**src/rtl/bsc_pkg.sv**
```systemverilog
// Shared types and step constants for the bounce/skip counter.
// BSC_TURN_HOLD_EN adds the dwell states used to pause one enabled cycle at each bound.
package bsc_pkg;

  typedef enum logic {DIR_UP = 1'b0, DIR_DN = 1'b1} dir_t;

  typedef enum logic [1:0] {
    ST_UP       = 2'd0,
    ST_DN       = 2'd1
`ifdef BSC_TURN_HOLD_EN
    ,
    ST_DWELL_HI = 2'd2,
    ST_DWELL_LO = 2'd3
`endif
  } state_t;

  localparam int unsigned STEP_SINGLE = 1;
  localparam int unsigned STEP_DOUBLE = 2;

endpackage

```
**src/rtl/skip_phase.sv**
```systemverilog
// Per-direction phase counter; dbl marks the step that should be doubled.
module skip_phase #(
  parameter int PERIOD = 2
) (
  input  logic clk,
  input  logic rst,
  input  logic clr,
  input  logic adv,
  output logic dbl
);
  localparam int PW = (PERIOD > 1) ? $clog2(PERIOD) : 1;
  // PERIOD of 0 or 1 pins the phase at zero; dbl then depends only on PERIOD.
  localparam logic [PW-1:0] LAST = (PERIOD > 1) ? PW'(PERIOD - 1) : '0;

  logic [PW-1:0] phase;

  always_ff @(posedge clk) begin
    if (rst || clr)  phase <= '0;
    else if (adv)    phase <= (phase == LAST) ? '0 : phase + 1'b1;
  end

  assign dbl = (PERIOD != 0) && (phase == LAST);

endmodule

```
**src/rtl/bounce_skip_counter.sv**
```systemverilog
// Up/down bounce counter between LO and HI with a periodically doubled step per direction.
// Define BSC_TURN_HOLD_EN to dwell one enabled cycle at each bound before reversing.
module bounce_skip_counter
  import bsc_pkg::*;
#(
  parameter int WIDTH     = 4,
  parameter int LO        = 1,
  parameter int HI        = 14,
  parameter int UP_PERIOD = 2,
  parameter int DN_PERIOD = 4
) (
  input  logic             clk,
  input  logic             rst,
  input  logic             en,
  input  logic             load,
  input  logic [WIDTH-1:0] load_val,
  output logic [WIDTH-1:0] result,
  output logic             dir,
  output logic             turn
);
  localparam logic [WIDTH-1:0] LO_W = LO[WIDTH-1:0];
  localparam logic [WIDTH-1:0] HI_W = HI[WIDTH-1:0];
  localparam logic [WIDTH:0]   LO_X = LO[WIDTH:0];
  localparam logic [WIDTH:0]   HI_X = HI[WIDTH:0];

  state_t           state, state_nxt;
  dir_t             dir_nxt;
  logic [WIDTH-1:0] res_nxt;
  logic             turn_nxt;
  logic             up_dbl, dn_dbl, up_adv, dn_adv, up_clr, dn_clr;
  logic [WIDTH:0]   up_step, dn_step, up_sum, dn_lim;

  function automatic logic [WIDTH-1:0] clamp(input logic [WIDTH-1:0] v);
    if (v < LO_W) return LO_W;
    if (v > HI_W) return HI_W;
    return v;
  endfunction

  skip_phase #(.PERIOD(UP_PERIOD)) u_up_phase (
    .clk(clk), .rst(rst), .clr(up_clr), .adv(up_adv), .dbl(up_dbl)
  );

  skip_phase #(.PERIOD(DN_PERIOD)) u_dn_phase (
    .clk(clk), .rst(rst), .clr(dn_clr), .adv(dn_adv), .dbl(dn_dbl)
  );

  assign up_step = up_dbl ? STEP_DOUBLE[WIDTH:0] : STEP_SINGLE[WIDTH:0];
  assign dn_step = dn_dbl ? STEP_DOUBLE[WIDTH:0] : STEP_SINGLE[WIDTH:0];
  assign up_sum  = {1'b0, result} + up_step;
  // Down test compares against LO+step so nothing is ever subtracted below zero.
  assign dn_lim  = LO_X + dn_step;

  always_comb begin
    state_nxt = state;
    res_nxt   = result;
    turn_nxt  = 1'b0;
    up_adv    = 1'b0;
    dn_adv    = 1'b0;
    up_clr    = 1'b0;
    dn_clr    = 1'b0;
    if (load) begin
      state_nxt = ST_UP;
      res_nxt   = clamp(load_val);
      up_clr    = 1'b1;
      dn_clr    = 1'b1;
    end else if (en) begin
      case (state)
        ST_UP: begin
          up_adv = 1'b1;
          if (up_sum >= HI_X) begin
            res_nxt  = HI_W;
            dn_clr   = 1'b1;
            turn_nxt = 1'b1;
`ifdef BSC_TURN_HOLD_EN
            state_nxt = ST_DWELL_HI;
`else
            state_nxt = ST_DN;
`endif
          end else begin
            res_nxt = up_sum[WIDTH-1:0];
          end
        end
        ST_DN: begin
          dn_adv = 1'b1;
          if ({1'b0, result} <= dn_lim) begin
            res_nxt  = LO_W;
            up_clr   = 1'b1;
            turn_nxt = 1'b1;
`ifdef BSC_TURN_HOLD_EN
            state_nxt = ST_DWELL_LO;
`else
            state_nxt = ST_UP;
`endif
          end else begin
            res_nxt = result - dn_step[WIDTH-1:0];
          end
        end
`ifdef BSC_TURN_HOLD_EN
        ST_DWELL_HI: state_nxt = ST_DN;
        ST_DWELL_LO: state_nxt = ST_UP;
`endif
        default: state_nxt = ST_UP;
      endcase
    end
  end

  // Direction already reads "down" while dwelling at HI.
  always_comb begin
    dir_nxt = DIR_UP;
    case (state_nxt)
      ST_DN:       dir_nxt = DIR_DN;
`ifdef BSC_TURN_HOLD_EN
      ST_DWELL_HI: dir_nxt = DIR_DN;
`endif
      default:     dir_nxt = DIR_UP;
    endcase
  end

  always_ff @(posedge clk) begin
    if (rst) begin
      state  <= ST_UP;
      result <= LO_W;
      dir    <= DIR_UP;
      turn   <= 1'b0;
    end else begin
      state  <= state_nxt;
      result <= res_nxt;
      dir    <= dir_nxt;
      turn   <= turn_nxt;
    end
  end

endmodule

```
**config.mk**
```make
export PLATFORM = sky130hd
export DESIGN_NAME = bounce_skip_counter
export DESIGN_NICKNAME = d
export VERILOG_FILES = /design/src/rtl/bsc_pkg.sv /design/src/rtl/skip_phase.sv /design/src/rtl/bounce_skip_counter.sv
export SDC_FILE = /design/constraint.sdc
export NUM_CORES = 1
export LEC_CHECK = 0
export BUFFER_PORTS_ARGS = -buffer_cell sky130_fd_sc_hd__buf_2
export CAP_MARGIN = 10
export CORE_MARGIN = 8
export CORE_UTILIZATION = 53
export DETAILED_ROUTE_END_ITERATION = 10
export GPL_ROUTABILITY_DRIVEN = 0
export PLACE_DENSITY_LB_ADDON = 0.3
export SYNTH_ARGS = -nofsm -noshare
export SYNTH_HDL_FRONTEND = slang
export SYNTH_SLANG_ARGS = --single-unit
```
**constraint.sdc**
```tcl
create_clock -name clk -period 3.1 [get_ports clk]
set_input_delay 0.31 -clock clk [delete_from_list [all_inputs] [get_ports clk]]
set_output_delay 0.31 -clock clk [all_outputs]
set_load 0.005 [all_outputs]
```
After elaboration in Yosys (flattened, before gate mapping)
Cells that the tools add are included.
- flip-flop bits (word level): 11
- input port bits: 8
- output and inout port bits: 6
- add/sub/neg operators: 5
- $lt $le $gt $ge: 4
- eq/ne operators: 3
- mux-type cells: 39
- bitwise gates (word level): 1
- reduce and logical (&&, ||, !) cells: 7
- operators by type and width (cell ; number):
    4-bit 2-to-1 mux ; 8
    1-bit 2-to-1 mux ; 21
    2-bit 2-to-1 mux ; 7
    4-bit case mux with 2 select lines ; 1
    4-bit by 2-bit adder with 5-bit output ; 1
    5-bit by 4-bit greater-or-equal comparator with 1-bit output (second input constant) ; 1
    2-bit by 1-bit equality test with 1-bit output (second input constant) ; 2
    4-bit > comparator (second input constant) ; 1
    4-bit by 3-bit <= comparator with 1-bit output ; 1
    4-bit by 1-bit < comparator with 1-bit output (second input constant) ; 1
    2-bit case mux with 2 select lines ; 1
    4-bit by 2-bit subtractor with 4-bit output ; 1
    1-bit by 2-bit adder with 3-bit output (first input constant) ; 1
    3-bit nonzero test ; 1
    3-bit OR reduction ; 1
    2-bit by 1-bit adder with 2-bit output (second input constant) ; 1
    2-bit equality test (second input constant) ; 1
    2-bit logical NOT ; 1
    1-bit logical OR ; 2
    1-bit case mux with 2 select lines ; 1
    2-bit AND reduction ; 1
    2-bit nonzero test ; 1
    1-bit adder (second input constant) ; 1
    1-bit NOT ; 1

Logic depth before layout (Yosys ltp)
Gate-level depths: netlist of run 1.
- word-level depth: 10
- gate-level depth with buffers: 8
- depth with buffers taken out: 8

Cells and area by module
A second synthesis of run 1 with hierarchy kept.
- cell total of the unflattened synthesis: 104
- area, all modules: 885.8 um2
- by module, submodules not included (module ; instances ; cells an instance ; area each (um2)):
    bounce_skip_counter ; 1 ; 93 ; 752.0
    skip_phase (u_dn_phase) ; 1 ; 8 ; 95.1
    skip_phase (u_up_phase) ; 1 ; 3 ; 38.8

Worst setup path after synthesis of run 1
No wires, ideal clock.
- path kind: reg-to-reg
- start: register u_up_phase.phase (netlist: u_up_phase.dbl)
- end: register result[0]
- arrival time: 2.020 ns
- data required time: 2.973 ns
- path slack: 0.953 ns
- stages on the path, launching flop included: 9
- buffers on the path: 0
- cell sequence: dfxtp_1 inv_1 ha_1 fa_1 mux2i_1 mux2_2 nor3_4 a211oi_1 or3_1
- cells in the longest elaborated chain, start to end: 7
- ends and longest elaborated chain (what ; line ; source):
    start, declared ; skip_phase.sv:15 ; logic [PW-1:0] phase;
    start signal, assigned ; skip_phase.sv:19 ; else if (adv) phase <= (phase == LAST) ? '0 : phase + 1'b1;
    2-bit 2-to-1 mux * ; bounce_skip_counter.sv:47 ; assign up_step = up_dbl ? STEP_DOUBLE[WIDTH:0] : STEP_SINGLE[WIDTH:0];
    4-bit by 2-bit adder with 5-bit output * ; bounce_skip_counter.sv:49 ; assign up_sum = {1'b0, result} + up_step;
    5-bit by 4-bit greater-or-equal comparator with 1-bit output ; bounce_skip_counter.sv:70 ; if (up_sum >= HI_X) begin
    4-bit 2-to-1 mux * ; bounce_skip_counter.sv:70 ;
    4-bit case mux with 2 select lines * ; bounce_skip_counter.sv:67 ; case (state)
    4-bit 2-to-1 mux * ; bounce_skip_counter.sv:66 ; end else if (en) begin
    4-bit 2-to-1 mux * ; bounce_skip_counter.sv:61 ; if (load) begin
    end signal, assigned ; bounce_skip_counter.sv:127 ; result <= res_nxt;
    end, declared ; bounce_skip_counter.sv:17 ; output logic [WIDTH-1:0] result,
Mark *: on every way between the ends. The rest lies on a longest branch, timed or not. The select of a mux whose other input is x is not followed.
A chain may end at the register's enable or synchronous reset.

Final worst setup path of run 1
- start: register u_dn_phase.phase[0]
- end: register result[1]
- cells in the longest elaborated chain, start to end: 8
- elaborated cells between the ends (all ways): 9
- those cells by class: add/sub (2); order compare (1); eq/ne (1); mux (5)
- ends and longest elaborated chain (what ; line ; source):
    start, declared ; skip_phase.sv:15 ;
    start signal, assigned ; skip_phase.sv:19 ;
    2-bit equality test * ; skip_phase.sv:22 ; assign dbl = (PERIOD != 0) && (phase == LAST);
    2-bit 2-to-1 mux * ; bounce_skip_counter.sv:48 ; assign dn_step = dn_dbl ? STEP_DOUBLE[WIDTH:0] : STEP_SINGLE[WIDTH:0];
    1-bit by 2-bit adder with 3-bit output ; bounce_skip_counter.sv:51 ; assign dn_lim = LO_X + dn_step;
    4-bit by 3-bit <= comparator with 1-bit output ; bounce_skip_counter.sv:85 ; if ({1'b0, result} <= dn_lim) begin
    4-bit 2-to-1 mux * ; bounce_skip_counter.sv:85 ;
    4-bit case mux with 2 select lines * ; bounce_skip_counter.sv:67 ;
    4-bit 2-to-1 mux * ; bounce_skip_counter.sv:66 ;
    4-bit 2-to-1 mux * ; bounce_skip_counter.sv:61 ;
Marks and branches as above.

==> impl_metrics.env, run 1 <==
export IMPL_holdBufCountCts=0
export IMPL_synth_distinct_cells=36
export IMPL_antennaDiodeCount=0
export IMPL_final_antenna_net_count=0
export IMPL_start_kind="register"
export IMPL_post_cts_buffers=0
export IMPL_required_ns=3.23
export IMPL_p_leak_uw=0.000357
export IMPL_finClkSkew_ns=0.000942
export IMPL_antenna_found_initial=0
export IMPL_insertion_delay_ns=0.27
export IMPL_cts_tree="yes"
export IMPL_cts_clk_slew_worst_paths_ns=0.07
export IMPL_synthArstFlopShare_pct=0
export IMPL_nets=128
export IMPL_rrSetupSlack_ns=0.80
export IMPL_rr_endpoint="result[1]"
export IMPL_p_clk_share_pct=27.6
export IMPL_dr_pass1_iters=4
export IMPL_first_global_vias=730
export IMPL_arrival_ns=2.44
export IMPL_wl_per_cell_um=14.5
export IMPL_rows=14
export IMPL_rr_startpoint="u_dn_phase.phase[0]"
export IMPL_routed_wl_mm=1.85
export IMPL_crit_slowest_cell="a2111oi_0"
export IMPL_finalSetupTns_ns=0
export IMPL_yosysTopAreaCell="dfxtp_1"
export IMPL_dp_hpwl_mm=1.48
export IMPL_finalCritPeriodShare_pct=74.3
export IMPL_fmax_mhz=434
export IMPL_synth_area_sq_um=813
export IMPL_critPathCaptureType="register"
export IMPL_cts_buffers=3
export IMPL_pwr_share_seq_pct=44.6
export IMPL_portBuffers=13
export IMPL_maxSlewViolCount=0
export IMPL_cap_violations=0
export IMPL_tightest_slew_ns=0.442
export IMPL_yosys_top_cells_area="dfxtp_1, ha_1, fa_1, nor2_1, a21oi_1"
export IMPL_fp_dieW_um=55.2
export IMPL_drt_iter0_drc=23
export IMPL_crit_fanout=5
export IMPL_max_stage_delay_ns=0.47
export IMPL_yosysMostFrequentCell="dfxtp_1"
export IMPL_syn_inst=98
export IMPL_final_cells=127
export IMPL_fillerInstances=143
export IMPL_ios=14
export IMPL_dieHeight_um=55.2
export IMPL_status="finished clean"
export IMPL_hp_class="input pin to register"
export IMPL_slew_limit_headroom_pct=70.3
export IMPL_postLayoutSetupSlackWorst_ns=0.798
export IMPL_htree_num_levels=1
export IMPL_path_class="register to register"
export IMPL_synth_ff_type="dfxtp_1"
export IMPL_yosysSeqAreaShare_pct=27.1
export IMPL_hold_slack_ns=0.274
export IMPL_synth_seq_cells=11
export IMPL_holdPathStages=2
export IMPL_grt_pass1_wl_mm=3.20
export IMPL_dieArea_sq_mm=0.00304
export IMPL_drc_errors=0
export IMPL_syn_num_nets=114
export IMPL_drive_gt1_share_pct=19.8
export IMPL_grt_usage_pct=14.1
export IMPL_grt_max_degree=18
export IMPL_viasPerCell=5.98
export IMPL_ir_drop_mv=0.234
export IMPL_clkSinkCount=11
export IMPL_post_place_ws_ns=0.802
export IMPL_synthToLayoutAreaGrowth_pct=11.8
export IMPL_p_sw_uw=116
export IMPL_synth_edf_count=0
export IMPL_placed_cells=123
export IMPL_grt_overflow_total=0
export IMPL_setup_violations=0
export IMPL_critical_path_top_delay_family="compound AO/OA/AOI/OAI gates"
export IMPL_yosysWarningCount=0
export IMPL_initial_core_util_pct=55.3
export IMPL_cp_num_buf_inv=1
export IMPL_route_vias_total=759
export IMPL_min_to="state[1]"
export IMPL_post_route_min_period_ns=2.30
export IMPL_synth_top_cell_area_share_pct=27.1
export IMPL_min_from="en"
export IMPL_ctsLongestPathBuffers=2
export IMPL_power_share_combinational_pct=27.8
export IMPL_core_area_sq_mm=0.00147
export IMPL_rsz0062_at_grt="no"
export IMPL_cts_resized=0
export IMPL_rr_worst_depth=7
export IMPL_switching_share_pct=32.8
export IMPL_hold_viol=0
export IMPL_crit_chain="ha_1 > inv_1 > ha_1 > a211oi_2 > nor2_1 > a2111oi_0 > a2111oi_0"
export IMPL_power_density_mw_per_mm2=389
export IMPL_p_int_uw=238
export IMPL_syn_area_per_cell_sq_um=8.30
export IMPL_ys_top_cells_by_count="dfxtp_1, nor2_1, a21oi_1, inv_1, ha_1"
export IMPL_cts_root_buf="clkbuf_4"
-- sequential cells by signal (all words and copies together) (netlist names) --
register / count
u_up_phase.dbl: 1
u_dn_phase.phase: 2
dir: 1
turn: 1
state: 2
result: 4
-- layout make-up --
cell class | count | area, sq um | share of cell area (%)
inverter | 8 | 30.0 | 3.30
timing repair buffer | 13 | 65.1 | 7.15
clock buffer | 3 | 22.5 | 2.48
sequential | 11 | 220 | 24.2
multi-input combinational | 75 | 547 | 60.1
clock inverter | 1 | 5.00 | 0.550
tap | 16 | 20.0 | 2.20
-- cell families (layout without fill, tap and decap cells) --
group                    Yosys count  after routing  synth area share, %
AO/OA/AOI/OAI                     30             30                 24.9
buffers and inverters             12             25                 5.69
flip-flops                        11             11                 27.1
XOR/XNOR                           2              2                 2.15
multiplexers                       4              4                 5.08
AND/OR/NAND/NOR                   31             31                 20.9
adder cells (fa/ha/maj)            8              8                 14.2
-- placed cells by master (no fill, tap or decap), types with 2 or more instances in the layout --
cell type,instances
fa_1,2
dfxtp_1,11
xnor2_1,2
nor2b_1,3
a31oi_1,3
nand2_1,5
a21oi_1,7
buf_2,13
o21ai_0,4
nand2b_1,2
nor3_1,5
a2111oi_0,2
o22ai_1,2
mux2i_1,3
clkbuf_4,3
ha_1,6
o21a_1,2
inv_1,7
a211oi_1,3
nor2_1,10
-- how the worst max path moves through the flow --
stage / start / end / slack [ns] / cells past startpoint
global route: u_dn_phase.phase[0] / result[1] / 0.59 / 7
finish: u_dn_phase.phase[0] / result[1] / 0.80 / 7
CTS: u_up_phase.dbl / result[0] / 0.79 / 8
global placement: u_up_phase.dbl / result[0] / 0.89 / 8
detailed placement: u_up_phase.dbl / result[0] / 0.80 / 8
floorplan: u_up_phase.dbl / result[0] / 0.95 / 8
-- stage by stage --
stage	power, uW	instance area (sq um)	util (%)
after floorplan	232	813	-
after global placement	256	882	59.9
after detailed placement	258	882	59.9
after CTS	358	910	61.8
after global routing	378	910	61.8
final	354	910	61.8
-- power by group through the flow --
| stage | logic, uW | registers (uW) | clock network (uW) |
|---|---|---|---|
| 3_5_place_dp | 96.8 | 162 | 0 |
| 3_3_place_gp | 94.8 | 161 | 0 |
| 5_1_grt | 109 | 160 | 109 |
| 2_1_floorplan | 74.4 | 158 | 0 |
| 6_report | 98.3 | 158 | 97.7 |
| 4_1_cts | 97.4 | 158 | 103 |
-- routing by layer --
| layer | share of wire, % | up-vias | global-route usage (%) |
|---|---|---|---|
| met2 | 48 | 20 | 22.2 |
| met3 | 6.4 | 4 | 4.81 |
| met5 | 0 | - | 0 |
| met1 | 44 | 345 | 17.5 |
| met4 | 0.81 | 0 | 5.20 |
| li1 | - | 390 | - |
-- worst reg2reg max path: stages (launching register included) --
cell and delay, ns:
dfxtp_1 0.36, ha_1 0.23, inv_1 0.12, ha_1 0.35, a211oi_2 0.37, nor2_1 0.16
a2111oi_0 0.47, a2111oi_0 0.12
Note: power is estimated with default switching activity, not from simulation.
==> run 2, diff against run 1 <==
CORE_UTILIZATION = 48   (was 53)
clock period = 2.1 ns   (was 3.1 ns; I/O delays follow)
==> impl_metrics.env, run 2 (synthesized netlist as in run 1, its figures left out) <==
export IMPL_post_place_ws_ns=-0.0102
export IMPL_grt_max_degree=18
export IMPL_grt_overflow_total=0
export IMPL_fp_dieW_um=57.2
export IMPL_post_cts_buffers=0
export IMPL_nets=136
export IMPL_fillerInstances=170
export IMPL_cts_clk_slew_worst_paths_ns=0.07
export IMPL_final_antenna_net_count=0
export IMPL_cts_tree="yes"
export IMPL_tightest_slew_ns=0.473
export IMPL_power_density_mw_per_mm2=562
export IMPL_drc_errors=0
export IMPL_setup_violations=0
export IMPL_dieHeight_um=57.2
export IMPL_cts_buffers=3
export IMPL_rsz0062_at_grt="yes"
export IMPL_arrival_ns=2.25
export IMPL_p_leak_uw=0.000401
export IMPL_clkSinkCount=11
export IMPL_viasPerCell=5.92
export IMPL_post_route_min_period_ns=2.07
export IMPL_dp_hpwl_mm=1.63
export IMPL_dieArea_sq_mm=0.00327
export IMPL_finalCritPeriodShare_pct=98.8
export IMPL_rows=15
export IMPL_routed_wl_mm=2.09
export IMPL_largest_reg_flops=4
export IMPL_maxSlewViolCount=0
export IMPL_largest_register="result"
export IMPL_ios=14
export IMPL_top_regs="result (4), state (2), u_dn_phase.phase (2)"
export IMPL_hp_class="input pin to register"
export IMPL_multi_input_comb_area_sq_um=569
export IMPL_start_kind="register"
export IMPL_regArea_sq_um=221
export IMPL_cts_root_buf="clkbuf_4"
export IMPL_htree_num_levels=1
export IMPL_fmax_mhz=482
export IMPL_route_vias_total=805
export IMPL_layout_common_cells="buf_2, nor2_1, dfxtp_1"
export IMPL_critPathCaptureType="register"
export IMPL_synthToLayoutAreaGrowth_pct=22.6
export IMPL_core_area_sq_mm=0.00165
export IMPL_drt_iter0_drc=15
export IMPL_grt_pass1_wl_mm=3.52
export IMPL_grt_usage_pct=13.2
export IMPL_first_global_vias=827
export IMPL_insertion_delay_ns=0.27
export IMPL_wl_per_cell_um=15.4
export IMPL_antenna_found_initial=0
export IMPL_status="finished clean"
export IMPL_ctsLongestPathBuffers=2
export IMPL_slew_limit_headroom_pct=67.6
export IMPL_postLayoutSetupSlackWorst_ns=0.0261
export IMPL_cap_violations=0
export IMPL_mostFrequentLayoutCell="buf_2"
export IMPL_finClkSkew_ns=0.00282
export IMPL_portBuffers=13
export IMPL_dr_pass1_iters=4
export IMPL_antennaDiodeCount=0
export IMPL_required_ns=2.28
export IMPL_path_class="register to register"
export IMPL_ir_drop_mv=0.406
export IMPL_initial_core_util_pct=49.2
export IMPL_power_uw=560
export IMPL_crit_fanout=4
export IMPL_hold_slack_ns=0.167
export IMPL_hold_viol=0
export IMPL_drive_gt1_share_pct=28.6
==> run 2: routing by layer <==
metal | global-route usage, % | part of all wire (%) | vias up
met1 | 15.4 | 46 | 375
li1 | - | - | 402
met2 | 21.1 | 47 | 20
met4 | 7.05 | 2.8 | 0
met3 | 3.77 | 4.7 | 8
met5 | 0 | 0 | -
==> run 2: what timing repair did <==
item,in CTS,in global routing
gates resized for setup,1,6
pin swaps,0,2
setup endpoints to repair,1,6
endpoints found under the hold margin,0,0
hold buffers,0,0
==> run 2: report_power, final <==
group          leakage, uW  switching (uW)  internal [uW]
logic             0.000296            99.3           85.0
clock network    0.0000150            77.0           73.6
registers        0.0000902            7.98            217
total             0.000401             184            376
==> run 2: path summary, 6_finish.rpt <==
kind / start / endpoint / slack [ns] / depth (start not counted)
min: en / state[1] / 0.17 / 2
max reg2reg: u_up_phase.dbl / dir / 0.03 / 9
max: u_up_phase.dbl / dir / 0.03 / 9
min reg2reg: u_dn_phase.phase[1] / u_dn_phase.phase[1] / 0.52 / 2
==> run 2: area by class of cell <==
class                      count  share of cell area, %
inverter                       8                   3.01
timing repair buffer          21                   12.9
multi-input combinational     75                   57.1
clock buffer                   4                   2.63
sequential                    11                   22.2
tap                           17                   2.13
==> run 2: metrics by stage <==
step,util [%],area (sq um),cells,TNS [ns]
3_5_place_dp,57.3,947,132,-0.0102
5_1_grt,60.4,997,136,-0.135
6_report,60.4,997,136,0
4_1_cts,59.2,977,136,-0.0257
2_1_floorplan,-,817,98,-0.0113
3_3_place_gp,57.3,947,132,0
==> run 2: critical path, cell delays in order, from the launching register on <==
cell and delay, ns:
dfxtp_2 0.33, inv_2 0.04, ha_4 0.15, fa_2 0.54
mux2i_1 0.07, mux2_4 0.29, nor3_4 0.14, buf_6 0.13
a31oi_1 0.08, nor4_1 0.19
